## src/rtl/id_issue_queue.sv

```systemverilog
// id_issue_queue: FIFO between decode and issue that holds up to DEPTH decoded
// entries and caps the number of buffered control-flow entries at MAX_CF.
// Entries leave in strict FIFO order. Push and pop can happen on the same edge.
// flush_i empties the queue in one cycle. Reset is asynchronous and active-high.
// Optional build macro ID_ISSUE_QUEUE_BYPASS_EN: when the queue is empty, the
// incoming entry is forwarded combinationally to the issue side. If issue acks
// it in that cycle, the entry is consumed and never stored.
module id_issue_queue #(
  parameter int DATA_WIDTH = 64,
  parameter int DEPTH      = 4,
  parameter int MAX_CF     = 2,
  localparam int CNT_W     = $clog2(DEPTH + 1),
  localparam int CF_W      = $clog2(MAX_CF + 1)
) (
  input  logic                  clk_i,
  input  logic                  rst_i,
  input  logic                  flush_i,
  input  logic                  in_valid_i,
  output logic                  in_ready_o,
  input  logic [DATA_WIDTH-1:0] in_data_i,
  input  logic                  in_ctrl_flow_i,
  output logic                  out_valid_o,
  input  logic                  out_ack_i,
  output logic [DATA_WIDTH-1:0] out_data_o,
  output logic                  out_ctrl_flow_o,
  output logic [CNT_W-1:0]      count_o,
  output logic [CF_W-1:0]       cf_count_o
);

  localparam int PTR_W = $clog2(DEPTH);

  logic [DATA_WIDTH-1:0] mem_q [DEPTH];
  logic [DEPTH-1:0]      cf_mem_q;
  logic [PTR_W-1:0]      rd_ptr_q, rd_ptr_d;
  logic [PTR_W-1:0]      wr_ptr_q, wr_ptr_d;
  logic [CNT_W-1:0]      cnt_q, cnt_d;
  logic [CF_W-1:0]       cf_cnt_q, cf_cnt_d;

  logic                  stored_valid;
  logic                  push, pop;
  logic                  wr_en, rd_en;
  logic                  bypass_take;
  logic                  cf_inc, cf_dec;

  // Pointer increment that wraps at DEPTH-1, valid for any DEPTH
  function automatic logic [PTR_W-1:0] ptr_next(input logic [PTR_W-1:0] p);
    if (p == PTR_W'(DEPTH - 1)) begin
      return '0;
    end
    return p + PTR_W'(1);
  endfunction

  assign stored_valid = (cnt_q != '0);

  // Head presentation: oldest stored entry, or the incoming entry when bypassing an empty queue
  always_comb begin
    out_valid_o     = stored_valid;
    out_data_o      = stored_valid ? mem_q[rd_ptr_q] : '0;
    out_ctrl_flow_o = stored_valid & cf_mem_q[rd_ptr_q];
`ifdef ID_ISSUE_QUEUE_BYPASS_EN
    if (!stored_valid && !flush_i && !rst_i) begin
      out_valid_o     = in_valid_i;
      out_data_o      = in_data_i;
      out_ctrl_flow_o = in_ctrl_flow_i;
    end
`endif
  end

  // Handshake: a pop frees a slot (and a control-flow credit) for a same-cycle push
  always_comb begin
    pop        = out_valid_o & out_ack_i & ~flush_i;
    in_ready_o = ~flush_i
               & ((cnt_q < CNT_W'(DEPTH)) | pop)
               & (~in_ctrl_flow_i | (cf_cnt_q < CF_W'(MAX_CF)) | (pop & out_ctrl_flow_o));
    push        = in_valid_i & in_ready_o;
    // Only reachable with bypass: the entry is consumed straight from the input
    bypass_take = push & pop & ~stored_valid;
    wr_en       = push & ~bypass_take;
    rd_en       = pop & stored_valid;
    cf_inc      = wr_en & in_ctrl_flow_i;
    cf_dec      = rd_en & cf_mem_q[rd_ptr_q];
  end

  // Next-state for pointers and occupancy counters
  always_comb begin
    rd_ptr_d = rd_ptr_q;
    wr_ptr_d = wr_ptr_q;
    cnt_d    = cnt_q;
    cf_cnt_d = cf_cnt_q;
    if (flush_i) begin
      rd_ptr_d = '0;
      wr_ptr_d = '0;
      cnt_d    = '0;
      cf_cnt_d = '0;
    end else begin
      if (rd_en) begin
        rd_ptr_d = ptr_next(rd_ptr_q);
      end
      if (wr_en) begin
        wr_ptr_d = ptr_next(wr_ptr_q);
      end
      if (wr_en && !rd_en) begin
        cnt_d = cnt_q + CNT_W'(1);
      end else if (!wr_en && rd_en) begin
        cnt_d = cnt_q - CNT_W'(1);
      end
      if (cf_inc && !cf_dec) begin
        cf_cnt_d = cf_cnt_q + CF_W'(1);
      end else if (!cf_inc && cf_dec) begin
        cf_cnt_d = cf_cnt_q - CF_W'(1);
      end
    end
  end

  // Control state registers
  always_ff @(posedge clk_i or posedge rst_i) begin
    if (rst_i) begin
      rd_ptr_q <= '0;
      wr_ptr_q <= '0;
      cnt_q    <= '0;
      cf_cnt_q <= '0;
    end else begin
      rd_ptr_q <= rd_ptr_d;
      wr_ptr_q <= wr_ptr_d;
      cnt_q    <= cnt_d;
      cf_cnt_q <= cf_cnt_d;
    end
  end

  // Entry storage: payload and control-flow flag are written together at the tail
  always_ff @(posedge clk_i or posedge rst_i) begin
    if (rst_i) begin
      for (int i = 0; i < DEPTH; i++) begin
        mem_q[i] <= '0;
      end
      cf_mem_q <= '0;
    end else if (wr_en && !flush_i) begin
      mem_q[wr_ptr_q]    <= in_data_i;
      cf_mem_q[wr_ptr_q] <= in_ctrl_flow_i;
    end
  end

  assign count_o    = cnt_q;
  assign cf_count_o = cf_cnt_q;

endmodule

```

## config.mk

```make
export PLATFORM = sky130hd
export DESIGN_NAME = id_issue_queue
export DESIGN_NICKNAME = d
export VERILOG_FILES = /design/src/rtl/id_issue_queue.sv
export SDC_FILE = /design/constraint.sdc
export NUM_CORES = 1
export LEC_CHECK = 0
export ABC_AREA = 1
export BUFFER_PORTS_ARGS = -buffer_cell sky130_fd_sc_hd__clkbuf_2
export CORE_ASPECT_RATIO = 2
export CORE_UTILIZATION = 55
export CTS_BUF_LIST = sky130_fd_sc_hd__clkbuf_4 sky130_fd_sc_hd__clkbuf_8
export DETAILED_ROUTE_END_ITERATION = 8
export PLACE_DENSITY = 0.79
export SLEW_MARGIN = 20
export SYNTH_ARGS = -nofsm -noshare
export SYNTH_HDL_FRONTEND = slang
export SYNTH_SLANG_ARGS = --single-unit
```

## constraint.sdc

```tcl
create_clock -name clk_i -period 9.7 [get_ports clk_i]
set_input_delay 1.94 -clock clk_i [delete_from_list [all_inputs] [get_ports clk_i]]
set_output_delay 1.94 -clock clk_i [all_outputs]
set_load 0.1 [all_outputs]
```

Word level (Yosys, flattened, before mapping). Index checks and enable logic that the tools add are counted.

Add/sub/neg operators: 6. Magnitude comparators: 8. Equal/unequal tests: 2. Mux-type cells: 32. Bitwise operators: 22. Reduce and logical (&&, ||, !) cells: 17.

Operator list (number): $bwmux W256 (1); $mux W64 (4); $bmux W64 S2 (1); $demux W64 S2 (1); $mux W2 (11); $and A1 B1 Y1 (13); $mux W3 (3); $reduce_bool A3 Y1 (3); $mux W1 (8); $logic_and A1 B1 Y1 (7); $add A2 B1 Y2 const B (3); $ge A3 B3 Y1 const B (2); $lt A2 B3 Y1 const B (2); $not A2 Y3 (2); $logic_not A1 Y1 (5); $bwmux W4 (1); $eq A2 B2 Y1 const B (2); $not A1 Y1 (4); $reduce_bool A2 Y1 (2); $add A3 B1 Y3 const B (1); $lt A3 B1 Y1 const B (1); $lt A3 B3 Y1 const B (1); $or A1 B1 Y1 (3); $sub A3 B1 Y3 const B (1); other kinds (5) (5).

Register bits: 269. Bits of input ports: 70. Output and inout bits: 72. Word-level logic and storage cells: 96.

Logic depth before layout (Yosys ltp). Gate-level depths: netlist of run 1.

Depth in word-level cells: 17. Gate-level depth with buffers: 14. Gate-level depth less buffers: 12.

Worst setup path before layout of run 1. Ideal clock, no wire load.

Path kind: register to output. Start point: reg cnt_q[2] (netlist: count_o[2]). End point: out out_ctrl_flow_o. Data arrival time: 3.530 ns. Data required time: 7.760 ns. Path slack: 4.230 ns. Stages on the path, launching flop included: 7. Path buffers: 2. Path through: dfrtp_1 -> inv_2 -> nand2_2 -> inv_1 -> clkbuf_1 -> buf_1 -> a21oi_1.

Longest elaborated chain between the ends: 2.

RTL lines: from (decl) (RTL line 36) `logic [CNT_W-1:0] cnt_q, cnt_d;`; from (signal assigned) (RTL line 125) `cnt_q <= cnt_d;`; $reduce_bool A3 Y1 (RTL line 53) `assign stored_valid = (cnt_q != '0);`; net out_valid_o (RTL line 22) `output logic out_valid_o,`; $and A1 B1 Y1 (RTL line 59) `out_ctrl_flow_o = stored_valid & cf_mem_q[rd_ptr_q];`; to (decl) (RTL line 25) `output logic out_ctrl_flow_o,`.

The timed path passes the listed nets, and every way through them passes these cells.

Worst setup path after layout of run 1.
Start point: reg rd_ptr_q[0]. End point: out in_ready_o.

Longest elaborated chain between the ends: 6.

RTL lines: from (decl) (RTL line 34) `logic [PTR_W-1:0] rd_ptr_q, rd_ptr_d;`; from (signal assigned) (RTL line 123) `rd_ptr_q <= rd_ptr_d;`; $bmux W1 S2 (RTL line 59); $mux W1 (implied by the code) (RTL line 59); $and A1 B1 Y1 (RTL line 59); $and A1 B1 Y1 (RTL line 74) `& (~in_ctrl_flow_i | (cf_cnt_q < CF_W'(MAX_CF)) | (pop & out_ctrl_flow_o));`; $or A1 B1 Y1 (RTL line 74); $and A1 B1 Y1 (RTL line 74); to (decl) (RTL line 19) `output logic in_ready_o,`.

No other way between the ends. The select of a mux whose other input is x is not followed.

==> results of run 1 <==
sequential cells by signal, indices dropped and copies added (netlist names):
name / count
cf_count_o: 2
cf_mem_q: 4
count_o: 3
mem_q: 256
rd_ptr_q: 2
wr_ptr_q: 2
Yosys cell counts:
cell type / n
o21ai_0: 226
fa_1: 1
o22ai_1: 1
buf_1: 10
a211oi_1: 1
nor2_4: 1
nand3_4: 1
inv_1: 82
nor2_1: 260
nand3_1: 7
o21ai_2: 64
xor2_1: 1
nand2_4: 6
buf_6: 44
nand4_1: 4
nand2_2: 2
ha_1: 5
buf_2: 1
a21oi_1: 67
a21oi_2: 1
clkbuf_1: 51
dfrtp_1: 269
o21ai_1: 102
and2_1: 1
inv_6: 1
nand3b_1: 1
nand2_1: 282
inv_2: 2
kinds of logic after synthesis:
group / after synthesis / share of synthesized area, %
AND/OR/NAND/NOR: 565 / 17.5
AO/OA/AOI/OAI: 462 / 20.2
adder cells (fa/ha/maj): 6 / 0.653
XOR/XNOR: 1 / 0.0692
buffers and inverters: 191 / 8.33
flip-flops: 269 / 53.2
layout by cell type, fill, tap and decap left out:
| cell | n |
|---|---|
| nand2_1 | 282 |
| dfrtp_1 | 267 |
| nor2_1 | 260 |
| o21ai_0 | 226 |
| clkbuf_2 | 141 |
| o21ai_1 | 102 |
| inv_1 | 79 |
| a21oi_1 | 67 |
| o21ai_2 | 64 |
| clkbuf_8 | 50 |
| buf_4 | 11 |
| clkbuf_4 | 10 |
| nand3_1 | 7 |
| nand2_4 | 6 |
| clkinv_2 | 5 |
| ha_1 | 5 |
| nand4_1 | 4 |
| inv_2 | 3 |
| nand2_2 | 2 |
| nor2_4 | 1 |
| a21oi_2 | 1 |
| nand3_4 | 1 |
| inv_6 | 1 |
| and2_1 | 1 |
| inv_8 | 1 |
| xor2_1 | 1 |
| nand3b_1 | 1 |
| a211oi_1 | 1 |
| o22ai_1 | 1 |
| fa_1 | 1 |
| clkinvlp_4 | 1 |
| dfrtp_4 | 1 |
| dfrtp_2 | 1 |
layer usage:
metal | share of wire (%) | vias up | wire (µm)
li1 | - | 5017 | -
met1 | 39 | 4865 | 11700
met2 | 53 | 308 | 15700
met3 | 4.7 | 58 | 1400
met4 | 3.3 | 0 | 974
met5 | 0 | - | 0
per-stage QoR:
stage,std cells,utilization [%]
after global placement,1820,57.8
after floorplan,1494,-
after global routing,1885,61.2
final,1885,61.2
after CTS,1885,61.2
after detailed placement,1820,57.8
tightest hold or removal path, delay by kind of cell, from the launching register on:
family             cells  cell delay [ps]
and+or+nand+nor        1               60
DFF                    1              340
AOI/OAI and AO/OA      1               50
area by class of cell:
class / instances / share of cell area, %
sequential: 269 / 48.6
multi-input combinational: 1034 / 35.1
timing repair buffer: 152 / 5.68
clock buffer: 60 / 5.50
tap: 280 / 2.53
inverter: 85 / 2.40
clock inverter: 5 / 0.199
worst min-delay path by stage:
stage	endpoint	start	slack, ps
detailed placement	mem_q[10]$_DFFE_PP0P_	mem_q[10]$_DFFE_PP0P_	460
finish	mem_q[136]$_DFFE_PP0P_	mem_q[136]$_DFFE_PP0P_	480
global placement	mem_q[11]$_DFFE_PP0P_	mem_q[11]$_DFFE_PP0P_	460
CTS	mem_q[136]$_DFFE_PP0P_	mem_q[136]$_DFFE_PP0P_	480
global route	mem_q[134]$_DFFE_PP0P_	mem_q[134]$_DFFE_PP0P_	500
floorplan	mem_q[158]$_DFFE_PP0P_	mem_q[158]$_DFFE_PP0P_	450
==> reports/metrics.yaml, run 1 <==
clock_tree:
  root_buffer: "clkbuf_8"
  numCtsBuffers: 37
  h-tree-depth: 2
  cts_sinks: 269
  cts_hold_buf: 0
  post_cts_resize_count: 0
  clockBufferDepth: 3
  clk_pin_slew_ps: 70
  tritoncts: "done"
  worstSkewPairLatency_ps: 530
  cts_setup_buffers: 0
logic_synthesis:
  yosysSeqAreaShare_pct: 53.2
  synth_nets: 1570
  ys_seq_elements: 269
  synth_top_area_cell: "dfrtp_1"
  syn_area_um2: 12700
  synth_area_leaders: "dfrtp_1 53%, o21ai_0 8.9%, nand2_1 8.4%"
  yosysWarnings: 0
  synth.top_cell.area_share_pct: 53.2
  synthCells: 1494
  syn_avg_cell_area_um2: 8.47
  synth_cell_types: 28
layout:
  antennaDiodeCount: 0
  areaGrowthSynthToFinish_pct: 9.59
  final_area_um2: 13900
  multiInputGateArea_um2: 4870
  nets: 1655
  regArea_um2: 6740
  drive_above_1_share_pct: 18.7
  fillers: 2076
detailed_routing:
  wl_per_cell_um: 15.8
  post-route-drc-count: 0
  drt_wl_total_mm: 29.7
  dr_total_vias: 10200
  drt_iter0_drc: 810
  viasPerCell: 5.44
  drtPass1Iterations: 5
  ant_nets: 0
sta:
  slew_headroom_pct: 22.7
  final.setup.worst_slack_ps: 4050
  finalHoldViolations: 0
  rsz0062_at_grt: "false"
  finalCritPeriodShare_pct: 58.2
  finalSetupViolations: 0
  whs_ps: 476
  worst_slew_pin_slew_ps: 1160
  max_freq_ghz: 0.177
  fin_crit_ps: 5650
  finalClockSkew_ps: 18.8
  setup-tns-final_ps: 0
  drv_slew: 0
setup_path:
  cpMostUsedCell: "nand2_1"
  critPathBufInv: 3
  cpPeakStageDelay_ps: 690
  crit_chain: "clkinv_2 > buf_4 > nand2_1 > nand3_1 > nand2_1 > nand2_2 > nand2_4 > and2_1 > clkbuf_2"
  cp_max_fo: 76
  ff2ff_path_depth: 12
  crit_start: "rd_ptr_q[0]$_DFFE_PP0P_"
  crit_required_ps: 7760
  path_depth: 9
  end_kind: "output pin"
  critPathCapture: "in_ready_o"
  crit_family: "buffers and inverters"
  critPathLaunchType: "flop"
  slowest_stage: "dfrtp_4"
  r2r_start: "rd_ptr_q[0]$_DFFE_PP0P_"
  arrival_ps: 3710
  reg2reg_slack_ps: 5290
  r2r_end: "mem_q[170]$_DFFE_PP0P_"
  path_class: "flop to output pin"
floorplan:
  start_util_pct: 55.9
  die_h_um: 217
  row_count: 78
  fp.coreArea_um2: 22600
  io_pins: 142
  die_area_um2: 23700
  die_x_um: 109
grt:
  grt_overflow_total: 0
  track_usage_pct: 26.2
  grt_pass1_wl_mm: 49.1
  grtUsageMet3_pct: 3.04
  first_global_vias: 10200
  top_usage_layer: "met2"
  use_met2_pct: 47.3
  grt_use_met1_pct: 30.5
  grt_max_degree: 142
  antenna_found_initial: 0
status:
  status: "finished, final reports clean"
placed_design:
  io_buffer_count: 141
  gp_congestion: 0.836
  hpwl_mm: 17.5
  preCtsSetupSlack_ps: 4660
  place_area_um2: 13100
hold_path:
  hold_path.class: "flop to flop"
  hold_depth: 2
flow_run:
  cap_violations: 0
Power of run 1 is left out: the tool's default activity adds up to more than one toggle a clock period on the data nets, which glitch-free logic cannot reach.
==> run 2: changes to the inputs <==
==> constraint.sdc (replaced) <==
create_clock -name clk_i -period 4.9 [get_ports clk_i]
set_input_delay 0.98 -clock clk_i [delete_from_list [all_inputs] [get_ports clk_i]]
set_output_delay 0.98 -clock clk_i [all_outputs]
set_load 0.1 [all_outputs]
==> run 2 against run 1 <==
Net effect: cell area rose by 0.99%; critical path depth fell by 1; utilization rose by 0.61 points; via count rose by 1.1%; clock skew fell by 2.0 ps; cell count rose by 0.48%; first-iteration DRC count rose by 0.49%; hold slack got worse by 40 ps; sequential cell count did not move; non-clock buffer count rose by 5; global-route usage rose by 1.2 points; critical path type unchanged; critical endpoint unchanged; largest cell class unchanged; highest routed layer unchanged.
==> reports/metrics.yaml, run 2 (synthesized netlist as in run 1, its figures left out) <==
status:
  status: "finished, final reports clean"
sta:
  setup-tns-final_ps: 0  # unchanged
  finalClockSkew_ps: 16.9  # -1.96 ps
  fin_crit_ps: 4120
  slew_headroom_pct: 31.2  # +8.4 points
  worst_slew_pin_slew_ps: 1030  # -128 ps
  max_freq_ghz: 0.243
  finalHoldViolations: 0  # unchanged
  rsz0062_at_grt: "false"
  finalCritPeriodShare_pct: 84.1
  finalSetupViolations: 0  # unchanged
  drv_slew: 0  # unchanged
grt:
  track_usage_pct: 27.3  # +1.2 points
  antenna_found_initial: 0  # unchanged
  grt_overflow_total: 0  # unchanged
  grt_pass1_wl_mm: 50.6  # +3.0%
  grt_max_degree: 131  # -7.7%
  first_global_vias: 10400  # +1.5%
floorplan:
  start_util_pct: 55.9  # unchanged
  die_x_um: 109  # unchanged
  die_area_um2: 23700  # unchanged
  fp.coreArea_um2: 22600  # unchanged
  die_h_um: 217  # unchanged
  row_count: 78  # unchanged
  io_pins: 142  # unchanged
clock_tree:
  cts_hold_buf: 0  # unchanged
  clockBufferDepth: 3  # unchanged
  cts_sinks: 269  # unchanged
  tritoncts: "done"
  cts_setup_buffers: 0  # unchanged
  h-tree-depth: 2  # unchanged
  post_cts_resize_count: 0  # unchanged
  worstSkewPairLatency_ps: 550  # +20 ps
  numCtsBuffers: 39  # +5.4%
  root_buffer: "clkbuf_8"
  clk_pin_slew_ps: 70  # about the same
placed_design:
  place_area_um2: 13200  # +0.64%
  hpwl_mm: 19.2  # +10%
  gp_congestion: 0.802  # -4.1%
  io_buffer_count: 141  # unchanged
setup_path:
  cpPeakStageDelay_ps: 670  # -20 ps
  critPathBufInv: 2  # -1
  cp_max_fo: 61  # -20%
  crit_required_ps: 3920  # -3840 ps
  crit_chain: "clkinv_2 > nand2_1 > nand3_1 > nand2_1 > nand2_2 > nand2_4 > and2_1 > clkbuf_2"
  path_class: "flop to output pin"
  slowest_stage: "clkinv_2"
  crit_family: "buffers and inverters"
  arrival_ps: 3140  # -570 ps
  end_kind: "output pin"
  critPathLaunchType: "flop"
  cpMostUsedCell: "nand2_1"
hold_path:
  hold_path.class: "primary input to async pin"
detailed_routing:
  drt_wl_total_mm: 30.6  # +3.0%
  drt_iter0_drc: 814  # +0.49%
  ant_nets: 0  # unchanged
  dr_total_vias: 10400  # +1.1%
  wl_per_cell_um: 16.2  # +2.5%
  drtPass1Iterations: 5  # unchanged
  post-route-drc-count: 0  # unchanged
  viasPerCell: 5.47  # +0.65%
layout:
  mostFrequentLayoutCells: "282 x nand2_1, 267 x dfrtp_1, 260 x nor2_1"
  largest_register_ffs: 256  # unchanged
  final_area_um2: 14000  # +0.99%
  antennaDiodeCount: 0  # unchanged
  fillers: 2042  # -1.6%
  areaGrowthSynthToFinish_pct: 10.7
  nets: 1662  # +0.42%
  regMostFlops: "mem_q"
  layout_commonest_cell: "nand2_1"
  drive_above_1_share_pct: 19.1  # +0.45 points
flow_run:
  cap_violations: 0  # unchanged
run 2: cell count changes in the layout (fill, tap and decap cells not counted), sizes merged:
cell      delta
inv          -1
clkbuf       +4
buf          +5
clkinv       -2
clkinvlp     +3
run 2: routing by layer:
layer / track usage, % / vias up / part of all wire, %
li1: - / 5024 / -
met2: 47.2 / 304 / 53
met5: 0 / - / 0
met1: 32.4 / 4945 / 38
met3: 3.10 / 91 / 3.7
met4: 15.5 / 0 / 5.1
run 2: path summary, 6_finish.rpt:
path	endpoint	cells past startpoint	startpoint	slack, ps
worst max-delay path	in_ready_o	8	rd_ptr_q[0]$_DFFE_PP0P_	780
worst min-delay path	mem_q[130]$_DFFE_PP0P_	2	rst_i	440
worst max register to register	mem_q[180]$_DFFE_PP0P_	12	rd_ptr_q[0]$_DFFE_PP0P_	1380
worst min register to register	mem_q[14]$_DFFE_PP0P_	2	mem_q[14]$_DFFE_PP0P_	480
max in group asynchronous	mem_q[83]$_DFFE_PP0P_	3	rst_i	3290
min in group clk_i	mem_q[14]$_DFFE_PP0P_	2	mem_q[14]$_DFFE_PP0P_	480
run 2: cell type report:
type / count / area, µm² / area share [%]
clock buffers: 64 / 812 / 5.80
flip-flops and latches: 269 / 6740 / 48.1
clock inverters: 5 / 32.5 / 0.232
inverters: 85 / 329 / 2.35
well taps: 280 / 350 / 2.50
repair buffers: 157 / 876 / 6.25
multi-input cells: 1034 / 4870 / 34.8
run 2: metrics by stage:
stage | util (%) | setup slack (ps) | std cells | hold WS [ps]
final | 61.9 | 780 | 1894 | 436
after CTS | 61.9 | 793 | 1894 | 429
after detailed placement | 58.1 | 1380 | 1825 | 463
after global routing | 61.9 | 571 | 1894 | 454
after floorplan | - | 367 | 1494 | 448
after global placement | 58.1 | 1400 | 1825 | 459
Power of run 2 is left out for the same reason.
